### src/rtl/parking_pkg.sv
// Shared definitions for the parking-lot controller.
//   SLOTS / SLOT_W : slot count and slot index width
//   FREE_W         : width of the free-slot counter (must hold 0..SLOTS)
//   state_e        : controller FSM states
//   count_free()   : number of zero bits in an occupancy vector
package parking_pkg;

    localparam int unsigned SLOTS  = 8;
    localparam int unsigned SLOT_W = 3;
    localparam int unsigned FREE_W = 4;

    typedef enum logic [1:0] {
        IDLE     = 2'd0,
        GATE_IN  = 2'd1,
        GATE_OUT = 2'd2
    } state_e;

    function automatic logic [FREE_W-1:0] count_free(input logic [SLOTS-1:0] occ);
        logic [FREE_W-1:0] n;
        n = '0;
        for (int i = 0; i < SLOTS; i++) begin
            n = n + {{(FREE_W-1){1'b0}}, ~occ[i]};
        end
        return n;
    endfunction

endpackage

### src/rtl/parking_controller_if.sv
// Request/response bundle between the lot sensors/gates and the controller.
//   master : drives requests, exit token and pattern writes (lot side)
//   slave  : controller side, drives pulses, token, gates and status
interface parking_controller_if;
    import parking_pkg::*;

    logic              pattern_we;
    logic [SLOT_W-1:0] pattern_in;
    logic              entry_req;
    logic              exit_req;
    logic [SLOT_W-1:0] exit_token;
    logic              entry_ack;
    logic              entry_rej;
    logic [SLOT_W-1:0] token;
    logic              exit_ack;
    logic              exit_err;
    logic              gate_in_open;
    logic              gate_out_open;
    logic [SLOTS-1:0]  occupancy;
    logic [FREE_W-1:0] free_count;
    logic              full;
    logic              busy;

    modport master (
        output pattern_we, pattern_in, entry_req, exit_req, exit_token,
        input  entry_ack, entry_rej, token, exit_ack, exit_err, gate_in_open,
               gate_out_open, occupancy, free_count, full, busy
    );

    modport slave (
        input  pattern_we, pattern_in, entry_req, exit_req, exit_token,
        output entry_ack, entry_rej, token, exit_ack, exit_err, gate_in_open,
               gate_out_open, occupancy, free_count, full, busy
    );

endinterface

### src/rtl/free_slot_finder.sv
// Lowest-zero priority encoder over the occupancy vector.
//   i_occ       : bit i = slot i occupied
//   o_slot      : index of the lowest free slot (0 when none free)
//   o_none_free : all slots occupied
module free_slot_finder
    import parking_pkg::*;
(
    input  logic [SLOTS-1:0]  i_occ,
    output logic [SLOT_W-1:0] o_slot,
    output logic              o_none_free
);

    always_comb begin
        o_slot = '0;
        // Scan downward so the lowest free index is the last one written.
        for (int i = SLOTS - 1; i >= 0; i--) begin
            if (!i_occ[i]) begin
                o_slot = SLOT_W'(i);
            end
        end
    end

    assign o_none_free = &i_occ;

endmodule

### src/rtl/token_production.sv
// Token XOR block: o_y = i_a ^ i_pattern. XOR is its own inverse, so the same
// block encodes slot -> token and decodes token -> slot.
//   i_a       : slot index or token
//   i_pattern : current token pattern
//   o_y       : token or slot index
module token_production
    import parking_pkg::*;
(
    input  logic [SLOT_W-1:0] i_a,
    input  logic [SLOT_W-1:0] i_pattern,
    output logic [SLOT_W-1:0] o_y
);

    assign o_y = i_a ^ i_pattern;

endmodule

### src/rtl/parking_controller.sv
// Parking-lot sequencing controller.
//   clk, rst_n : clock and asynchronous active-low reset
//   bus        : slave side of parking_controller_if (requests in; pulses,
//                token, gate drives, occupancy/free_count/full/busy out)
// Exit requests win over entry because an exit frees a slot. A grant opens
// the matching gate for GATE_CYCLES cycles, during which requests are ignored.
module parking_controller
    import parking_pkg::*;
#(
    parameter int unsigned GATE_CYCLES = 4
) (
    input  logic                 clk,
    input  logic                 rst_n,
    parking_controller_if.slave  bus
);

    localparam logic [3:0] CntLoad = 4'(GATE_CYCLES - 1);

    state_e            r_state,     w_state_nxt;
    logic [3:0]        r_cnt,       w_cnt_nxt;
    logic [SLOTS-1:0]  r_occ,       w_occ_nxt;
    logic [FREE_W-1:0] r_free;
    logic              r_full;
    logic [SLOT_W-1:0] r_pattern;
    logic [SLOT_W-1:0] r_token,     w_token_nxt;
    logic              r_entry_ack, w_entry_ack_nxt;
    logic              r_entry_rej, w_entry_rej_nxt;
    logic              r_exit_ack,  w_exit_ack_nxt;
    logic              r_exit_err,  w_exit_err_nxt;

    logic [SLOT_W-1:0] w_free_slot;
    logic              w_none_free;
    logic [SLOT_W-1:0] w_entry_token;
    logic [SLOT_W-1:0] w_exit_slot;

    free_slot_finder u_finder (
        .i_occ       (r_occ),
        .o_slot      (w_free_slot),
        .o_none_free (w_none_free)
    );

    token_production u_encode (
        .i_a       (w_free_slot),
        .i_pattern (r_pattern),
        .o_y       (w_entry_token)
    );

    token_production u_decode (
        .i_a       (bus.exit_token),
        .i_pattern (r_pattern),
        .o_y       (w_exit_slot)
    );

    always_comb begin
        w_state_nxt     = r_state;
        w_cnt_nxt       = r_cnt;
        w_occ_nxt       = r_occ;
        w_token_nxt     = r_token;
        w_entry_ack_nxt = 1'b0;
        w_entry_rej_nxt = 1'b0;
        w_exit_ack_nxt  = 1'b0;
        w_exit_err_nxt  = 1'b0;

        unique case (r_state)
            IDLE: begin
                if (bus.exit_req) begin
                    if (r_occ[w_exit_slot]) begin
                        w_occ_nxt[w_exit_slot] = 1'b0;
                        w_exit_ack_nxt         = 1'b1;
                        w_cnt_nxt              = CntLoad;
                        w_state_nxt            = GATE_OUT;
                    end else begin
                        w_exit_err_nxt = 1'b1;
                    end
                end else if (bus.entry_req) begin
                    if (!w_none_free) begin
                        w_occ_nxt[w_free_slot] = 1'b1;
                        w_token_nxt            = w_entry_token;
                        w_entry_ack_nxt        = 1'b1;
                        w_cnt_nxt              = CntLoad;
                        w_state_nxt            = GATE_IN;
                    end else begin
                        w_entry_rej_nxt = 1'b1;
                    end
                end
            end
            GATE_IN, GATE_OUT: begin
                if (r_cnt == 4'd0) begin
                    w_state_nxt = IDLE;
                end else begin
                    w_cnt_nxt = r_cnt - 4'd1;
                end
            end
            default: begin
                w_state_nxt = IDLE;
            end
        endcase
    end

    always_ff @(posedge clk or negedge rst_n) begin
        if (!rst_n) begin
            r_state     <= IDLE;
            r_cnt       <= '0;
            r_occ       <= '0;
            r_free      <= FREE_W'(SLOTS);
            r_full      <= 1'b0;
            r_pattern   <= '0;
            r_token     <= '0;
            r_entry_ack <= 1'b0;
            r_entry_rej <= 1'b0;
            r_exit_ack  <= 1'b0;
            r_exit_err  <= 1'b0;
        end else begin
            r_state     <= w_state_nxt;
            r_cnt       <= w_cnt_nxt;
            r_occ       <= w_occ_nxt;
            // Status is derived from the next occupancy so it never lags it.
            r_free      <= count_free(w_occ_nxt);
            r_full      <= &w_occ_nxt;
            r_token     <= w_token_nxt;
            r_entry_ack <= w_entry_ack_nxt;
            r_entry_rej <= w_entry_rej_nxt;
            r_exit_ack  <= w_exit_ack_nxt;
            r_exit_err  <= w_exit_err_nxt;
            // Pattern only changes with an empty lot so no issued token goes stale.
            if (bus.pattern_we && (r_occ == '0)) begin
                r_pattern <= bus.pattern_in;
            end
        end
    end

    assign bus.entry_ack     = r_entry_ack;
    assign bus.entry_rej     = r_entry_rej;
    assign bus.exit_ack      = r_exit_ack;
    assign bus.exit_err      = r_exit_err;
    assign bus.token         = r_token;
    assign bus.gate_in_open  = (r_state == GATE_IN);
    assign bus.gate_out_open = (r_state == GATE_OUT);
    assign bus.occupancy     = r_occ;
    assign bus.free_count    = r_free;
    assign bus.full          = r_full;
    assign bus.busy          = (r_state != IDLE);

endmodule

### src/flat_wrapper.sv
// flat-port wrapper written by rule: the top's interface ports become plain ports
module parking_controller_flat import parking_pkg::*;
#(
    parameter int unsigned GATE_CYCLES = 4
)
  (clk, rst_n, bus_pattern_we, bus_pattern_in, bus_entry_req, bus_exit_req, bus_exit_token, bus_entry_ack, bus_entry_rej, bus_token, bus_exit_ack, bus_exit_err, bus_gate_in_open, bus_gate_out_open, bus_occupancy, bus_free_count, bus_full, bus_busy);
  parking_controller_if bus_i ();
  input  logic clk;
  input  logic rst_n;
  input wire logic [$bits(bus_i.pattern_we)-1:0] bus_pattern_we;
  input wire logic [$bits(bus_i.pattern_in)-1:0] bus_pattern_in;
  input wire logic [$bits(bus_i.entry_req)-1:0] bus_entry_req;
  input wire logic [$bits(bus_i.exit_req)-1:0] bus_exit_req;
  input wire logic [$bits(bus_i.exit_token)-1:0] bus_exit_token;
  output wire logic [$bits(bus_i.entry_ack)-1:0] bus_entry_ack;
  output wire logic [$bits(bus_i.entry_rej)-1:0] bus_entry_rej;
  output wire logic [$bits(bus_i.token)-1:0] bus_token;
  output wire logic [$bits(bus_i.exit_ack)-1:0] bus_exit_ack;
  output wire logic [$bits(bus_i.exit_err)-1:0] bus_exit_err;
  output wire logic [$bits(bus_i.gate_in_open)-1:0] bus_gate_in_open;
  output wire logic [$bits(bus_i.gate_out_open)-1:0] bus_gate_out_open;
  output wire logic [$bits(bus_i.occupancy)-1:0] bus_occupancy;
  output wire logic [$bits(bus_i.free_count)-1:0] bus_free_count;
  output wire logic [$bits(bus_i.full)-1:0] bus_full;
  output wire logic [$bits(bus_i.busy)-1:0] bus_busy;
  assign bus_i.pattern_we = bus_pattern_we;
  assign bus_i.pattern_in = bus_pattern_in;
  assign bus_i.entry_req = bus_entry_req;
  assign bus_i.exit_req = bus_exit_req;
  assign bus_i.exit_token = bus_exit_token;
  assign bus_entry_ack = bus_i.entry_ack;
  assign bus_entry_rej = bus_i.entry_rej;
  assign bus_token = bus_i.token;
  assign bus_exit_ack = bus_i.exit_ack;
  assign bus_exit_err = bus_i.exit_err;
  assign bus_gate_in_open = bus_i.gate_in_open;
  assign bus_gate_out_open = bus_i.gate_out_open;
  assign bus_occupancy = bus_i.occupancy;
  assign bus_free_count = bus_i.free_count;
  assign bus_full = bus_i.full;
  assign bus_busy = bus_i.busy;
  parking_controller #(.GATE_CYCLES(GATE_CYCLES)) u_core (.clk(clk), .rst_n(rst_n), .bus(bus_i));
endmodule
### config.mk
export PLATFORM = sky130hd
export DESIGN_NAME = parking_controller_flat
export DESIGN_NICKNAME = d
export VERILOG_FILES = /design/src/rtl/parking_pkg.sv /design/src/rtl/parking_controller_if.sv /design/src/rtl/free_slot_finder.sv /design/src/rtl/token_production.sv /design/src/rtl/parking_controller.sv /design/src/flat_wrapper.sv
export SDC_FILE = /design/constraint.sdc
export NUM_CORES = 1
export LEC_CHECK = 0
export ABC_AREA = 1
export CORE_ASPECT_RATIO = 0.5
export CORE_UTILIZATION = 25
export CTS_BUF_LIST = sky130_fd_sc_hd__clkbuf_2 sky130_fd_sc_hd__clkbuf_4 sky130_fd_sc_hd__clkbuf_8
export CTS_CLUSTER_DIAMETER = 150
export CTS_CLUSTER_SIZE = 28
export DETAILED_ROUTE_END_ITERATION = 7
export PLACE_DENSITY = 0.5
export SYNTH_ARGS = -nofsm -noshare
export SYNTH_HDL_FRONTEND = slang
export SYNTH_SLANG_ARGS = --single-unit
### constraint.sdc
create_clock -name clk -period 4.21 [get_ports clk]
set_input_delay 0.6315 -clock clk [delete_from_list [all_inputs] [get_ports clk]]
set_output_delay 0.6315 -clock clk [all_outputs]
set_load 0.05 [all_outputs]
==> results of run 1 <==
[where the power goes]
part	switching (uW)	internal (uW)	total (uW)
Combinational	856	507	1360
Clock	104	121	225
Sequential	55.4	372	427
[per-layer routing]
layer	global-route usage	up-vias	routed length [um]
met2	0.2113	24	2010
met5	0	-	0
met4	0.03614	0	40
met1	0.1642	777	2265
met3	0.02345	4	120
li1	-	876	-
[final timing paths]
check	from	endpoint	slack [ns]	depth (start not counted)
worst max register to register	u_core.r_pattern[1]	u_core.bus.free_count[1]	0.30	19
worst min-delay path	u_core.r_cnt[3]	u_core.r_cnt[3]	0.50	2
worst max-delay path	bus_exit_token[1]	u_core.bus.free_count[1]	0.18	20
max in group asynchronous	rst_n	u_core.bus.free_count[3]	3.15	2
worst min register to register	u_core.r_cnt[3]	u_core.r_cnt[3]	0.50	2
min in group asynchronous	rst_n	u_core.r_cnt[0]	0.74	2
[cell families (layout without fill, tap and decap cells)]
family                   after synthesis  in the layout  synth area share
AND/OR/NAND/NOR                      125            125            0.3318
buffers and inverters                 48            113           0.09648
flip-flops                            29             29            0.3787
AO/OA/AOI/OAI                         22             22           0.06649
adder cells (fa/ha/maj)               12             12           0.09388
XOR/XNOR                               5              5           0.02673
multiplexers                           1              1          0.005867
[worst max-delay path, delay by kind of cell]
family,cells,cell delay (ns)
XOR/XNOR,1,0.28
AND/OR/NAND/NOR,6,0.41
AO/OA/AOI/OAI,1,0.08
adder cells (fa/ha/maj),5,2.19
buffers and inverters,7,0.61
[layout make-up]
class                           count  area, sq um
Clock buffer                        6        76.32
Clock inverter                      2        10.01
Fill cell                         775         4703
Inverter                           48        185.2
Multi-Input combinational cell    165         1047
Sequential cell                    29        726.9
Tap cell                           96        120.1
Timing Repair Buffer               57        508.0
[metrics by stage]
stage | setup TNS (ns) | total power (uW) | util | hold WS [ns]
after floorplan | 0 | 1355 | - | 0.3359
final | 0 | 2015 | 0.3624 | 0.5005
after detailed placement | -1.071 | 1766 | 0.3426 | 0.4918
after global placement | -0.7833 | 1755 | 0.3426 | 0.4774
after global routing | 0 | 2201 | 0.3624 | 0.5343
after CTS | 0 | 2013 | 0.3569 | 0.5061
[sequential cells by signal, indices dropped and copies added (netlist names)]
name                   count
u_core.bus.entry_rej       1
u_core.bus.occupancy       8
u_core.r_state             2
u_core.bus.free_count      4
u_core.bus.entry_ack       1
u_core.bus.full            1
u_core.bus.exit_err        1
u_core.bus.token           3
u_core.r_pattern           3
u_core.bus.exit_ack        1
u_core.r_cnt               4
[synth_stat cells, types with 2 or more instances]
master / n
nor2_2: 6
nand4_1: 3
nor2_4: 2
fa_1: 4
nor4_1: 2
nor2_1: 18
xor2_1: 2
nand3_4: 2
o21ai_0: 7
dfrtp_1: 28
o21ai_1: 3
nand2_1: 62
nand2_4: 4
nand3_1: 12
xnor2_1: 2
nand3_2: 3
a21oi_1: 8
inv_1: 38
ha_1: 8
nand2_2: 7
nor3_1: 2
o21ai_2: 2
inv_2: 8
[timing repair]
action,4_1_cts,5_1_grt
hold buffers,0,0
resized for setup,5,10
pin swaps,2,7
setup buffers,1,2
setup endpoints to repair,2,2
==> results by group, run 1 <==
Power
  – PD cells: 753.5 mW/mm^2
  – Peak VDD IR: 166.8 uV
  – P_leak: 0.001319 uW

Worst setup path
  – Slowest cell on the critical path: fa_1
  – Slowest stage delay, CP: 0.53 ns
  – CP max FO: 5
  – Crit path top cell by count: inv_1
  – Crit path DAT: 4.20 ns
  – Worst setup EP type: flip-flop
  – CP required: 4.38 ns
  – Setup CP Type: primary input to flip-flop
  – CP Cell Sequence: clkdlybuf4s15_1 -> xor2_2 -> nor2_4 -> nand3_2 -> nand2_4 -> inv_6 -> nand2_4 -> nor2_2 -> nand3_1 -> o21ai_2 -> inv_1 -> ha_1 -> inv_1 -> fa_1 -> inv_1 -> fa_1 -> inv_1 -> fa_2 -> fa_2 -> inv_1
  – Startpoint types: primary input

Placement
  – Input/output buffers: 33
  – Placer Congestion: 0.8449
  – Placed Instances: 392
  – Dpl hpwl: 3528 um
  – Placed Area: 0.002527 sq mm
  – Dpl ws: -0.4689 ns

GRT
  – Total global-route track usage: 0.1252
  – First-pass GRT wire length: 7969 um
  – Remaining Overflow, GRT: 0
  – Antenna violations before repair: 0
  – Pin count of the biggest net entering global routing: 30
  – Vias in the first global route: 1,760

Logic synthesis
  – Syn Area/Cell: 7.931 sq um
  – Number of warnings issued by yosys: 0
  – Main synth FF type: dfrtp_1
  – Synth area leaders: dfrtp_1, nand2_1, inv_1
  – Post-synthesis cell area: 0.001919 sq mm
  – Cell taking the most area after synthesis: dfrtp_1
  – Yosys top cell area share: 0.3651
  – Cell count after synthesis: 242
  – Post-synth EDFFs: 0
  – Library cells used by synthesis: 32
  – Syn_nets: 265
  – Synth async-reset ratio: 1.000
  – #FFs+latches synth: 29
  – Register area share after synthesis: 0.3787

STA
  – Slew Limit Fails: 0
  – Max Clk Rate: 248.2 MHz
  – Slew @ Worst Pin: 0.5027 ns
  – Final hold violation count: 0
  – Min cycle time layout: 4.028 ns
  – Tcrit/Tclk final: 0.9568
  – Final setup viols: 0
  – RSZ-0062 raised after global routing: no
  – Max Clock Skew: 0.007042 ns
  – Relative slew margins: 0.6638
  – Final setup margin: 0.1818 ns

Routing
  – Iter 0 DRT Violations: 43
  – Final ANT Viol Nets: 0
  – Via count: 1,681
  – Via density: 4.171
  – Drc violations: 0
  – 1st-pass router iterations: 4
  – Total wire length: 4436 um
  – Wire length per cell: 11.01 um

Final layout
  – Share of cells above drive strength 1: 0.2606
  – Post-layout instance area: 0.002674 sq mm
  – Final nets: 329
  – Non-Filler Instances: 403
  – Leading cell type in the layout, fill and taps excluded: nand2_1
  – Antenna fix cells: 0
  – Commonest non-fill, non-tap cells in the layout: nand2_1, inv_1, clkdlybuf4s50_1, dfrtp_1, buf_4
  – P&R area growth vs syn: 39.31%

Floorplan
  – Floorplan row count: 22
  – Initial core utilization: 0.2602
  – Die height: 63.96 um
  – Io pins: 34
  – Die area: 0.008053 sq mm
  – Core Box Area: 0.007377 sq mm
  – Die Width: 125.9 um

Worst hold path
  – Hold WC Path Type: flip-flop to flip-flop

Clocking
  – CTS Buf Count: 5
  – Clk buf depth: 2
  – Clock transition at path regs: 0.06 ns
  – TritonCTS clock tree: yes
  – Clock sink count: 29
  – Clk Latency, worst-skew pair: 0.28 ns
  – H-tree levels: 2
  – Root buffer cell: clkbuf_8

Flow run
  – Max Cap Viol: 0

Status
  – Status: complete, no violations
Note: power is estimated with default switching activity, not from simulation.
==> run 2, diff against run 1 <==
--- a/config.mk
+++ b/config.mk
@@ -6,6 +6,7 @@
 export NUM_CORES = 1
 export LEC_CHECK = 0
 export ABC_AREA = 1
+export CAP_MARGIN = 5
 export CORE_ASPECT_RATIO = 0.5
 export CORE_UTILIZATION = 25
 export CTS_BUF_LIST = sky130_fd_sc_hd__clkbuf_2 sky130_fd_sc_hd__clkbuf_4 sky130_fd_sc_hd__clkbuf_8
==> results of run 2 <==
The final DEF is identical to that of run 1; final timing and power are the same.
==> run 3, diff against run 2 <==
--- a/config.mk
+++ b/config.mk
@@ -8,12 +8,13 @@
 export ABC_AREA = 1
 export CAP_MARGIN = 5
 export CORE_ASPECT_RATIO = 0.5
+export CORE_MARGIN = 8
 export CORE_UTILIZATION = 25
 export CTS_BUF_LIST = sky130_fd_sc_hd__clkbuf_2 sky130_fd_sc_hd__clkbuf_4 sky130_fd_sc_hd__clkbuf_8
 export CTS_CLUSTER_DIAMETER = 150
 export CTS_CLUSTER_SIZE = 28
 export DETAILED_ROUTE_END_ITERATION = 7
-export PLACE_DENSITY = 0.5
+export PLACE_DENSITY = 0.49
 export SYNTH_ARGS = -nofsm -noshare
 export SYNTH_HDL_FRONTEND = slang
 export SYNTH_SLANG_ARGS = --single-unit
==> results by group, run 3 (synthesis results as in run 1) <==
GRT
  – Antenna violations before repair: 0
  – Total global-route track usage: 0.09393
  – Vias in the first global route: 1,764
  – Remaining Overflow, GRT: 0
  – Pin count of the biggest net entering global routing: 30
  – First-pass GRT wire length: 8390 um

Clocking
  – TritonCTS clock tree: yes
  – Clk buf depth: 2
  – Clock transition at path regs: 0.06 ns
  – CTS Buf Count: 5
  – Root buffer cell: clkbuf_8
  – Clk Latency, worst-skew pair: 0.28 ns
  – Clock sink count: 29
  – H-tree levels: 2

Placement
  – Dpl hpwl: 3786 um
  – Dpl ws: -0.4340 ns
  – Input/output buffers: 33
  – Placer Congestion: 0.8006
  – Placed Instances: 392

Worst setup path
  – FF-to-FF path depth: 19
  – Startpoint types: primary input
  – Worst r2r src: u_core.r_pattern[1]
  – Crit path DAT: 4.16 ns
  – Setup CP Type: primary input to flip-flop
  – Worst setup EP type: flip-flop
  – CP required: 4.38 ns
  – FF-to-FF End: u_core.bus.free_count[1]
  – R2R setup slack: 0.37 ns
  – CP max FO: 4

Routing
  – Final ANT Viol Nets: 0
  – Total wire length: 4820 um
  – 1st-pass router iterations: 4
  – Drc violations: 0
  – Wire length per cell: 11.73 um
  – Via density: 4.187
  – Via count: 1,721
  – Iter 0 DRT Violations: 76

STA
  – Final setup viols: 0
  – Setup TNS: 0 ns
  – Slew @ Worst Pin: 0.5183 ns
  – RSZ-0062 raised after global routing: no
  – Relative slew margins: 0.6534
  – Min cycle time layout: 3.985 ns
  – Final setup margin: 0.2246 ns
  – Slew Limit Fails: 0
  – Max Clk Rate: 250.9 MHz
  – Max Clock Skew: 0.005035 ns
  – Final hold violation count: 0
  – Tcrit/Tclk final: 0.9467

Floorplan
  – Io pins: 34
  – Die area: 0.01091 sq mm
  – Core Box Area: 0.007377 sq mm
  – Die Width: 139.9 um
  – Initial core utilization: 0.2602
  – Die height: 77.96 um
  – Floorplan row count: 22

Worst hold path
  – Hold WC Path Type: flip-flop to flip-flop
  – Worst Hold Depth: 2
  – Worst hold start: u_core.r_cnt[3]
  – Worst Hold End: u_core.r_cnt[3]

Status
  – Status: complete, no violations

Final layout
  – Final-layout fill cell count: 766
  – Non-Filler Instances: 411
  – Max FFs per register: 8
  – P&R area growth vs syn: 43.68%
  – Share of cells above drive strength 1: 0.2794
  – Leading cell type in the layout, fill and taps excluded: nand2_1
  – Storage cell area: 726.9 sq um
  – Footprint of the multi-input gates: 0.001057 sq mm
  – Antenna fix cells: 0
  – Final nets: 337
  – Commonest non-fill, non-tap cells in the layout: nand2_1, inv_1, buf_4, clkdlybuf4s50_1, dfrtp_1

Power
  – PD cells: 751.7 mW/mm^2
  – Peak VDD IR: 189.5 uV
  – P_leak: 0.001368 uW

Flow run
  – Max Cap Viol: 0
==> run 3: changes by cell type in the layout (fill, tap and decap cells not counted), moves of 2 or more <==
cell	previous run	this run
dlygate4sd2_1	0	2
nor2_2	7	5
buf_4	24	32
clkinv_2	2	0
nor2_1	16	18
==> run 3: worst max-delay path, stage by stage <==
cell,delay [ns]
dlygate4sd2_1,0.30
xor2_2,0.24
nor2_2,0.07
nand3_2,0.08
nand2_4,0.06
inv_6,0.07
nand2_4,0.04
nor2_1,0.07
nand3_1,0.09
o21ai_2,0.09
inv_2,0.07
ha_4,0.26
inv_1,0.04
fa_1,0.52
inv_1,0.05
fa_1,0.52
inv_1,0.05
fa_2,0.34
fa_2,0.52
inv_1,0.03
==> run 3: worst max path at each step <==
stage / start / to / slack (ns)
finish: bus_exit_token[1] / u_core.bus.free_count[1] / 0.22
global route: bus_exit_token[0] / u_core.bus.free_count[1] / 0.007
CTS: bus_exit_token[2] / u_core.bus.free_count[1] / 0.02
detailed placement: bus_exit_token[0] / u_core.bus.free_count[1] / -0.43
global placement: bus_exit_token[1] / u_core.bus.free_count[2] / -0.38
floorplan: bus_exit_token[0] / u_core.bus.free_count[2] / 0.17
==> run 3: power by group <==
group          switching (uW)  internal (uW)
logic                     848            534
clock network             102            146
registers                71.5            372
total                    1020           1050
==> run 3: area by class of cell <==
cell class,count,share of cell area
multi-input combinational,165,0.3834
clock buffer,8,0.03539
tap,96,0.04356
timing repair buffer,65,0.2069
sequential,29,0.2636
inverter,48,0.06715
==> run 3: per-stage QoR <==
stage | cell area [sq um] | util | hold WS, ns | total power, uW
after floorplan | 1919 | - | 0.3359 | 1355
after global placement | 2527 | 0.3426 | 0.4782 | 1760
after detailed placement | 2527 | 0.3426 | 0.4863 | 1770
after CTS | 2693 | 0.3650 | 0.5005 | 2061
after global routing | 2758 | 0.3738 | 0.5404 | 2263
final | 2758 | 0.3738 | 0.4983 | 2073
==> run 3: repair_timing <==
item,4_1_cts,5_1_grt
resized for setup,3,10
setup endpoints to repair,2,2
hold buffers,0,0
setup buffers,9,2
pin swaps,2,6
==> run 3: layer usage <==
metal	track usage	routed length (um)	vias up	share of wire
met5	0	0	-	0
met4	0.03222	68	0	0.014
met3	0.01832	104	5	0.022
met2	0.1589	2287	19	0.47
met1	0.1185	2361	800	0.49
li1	-	-	897	-
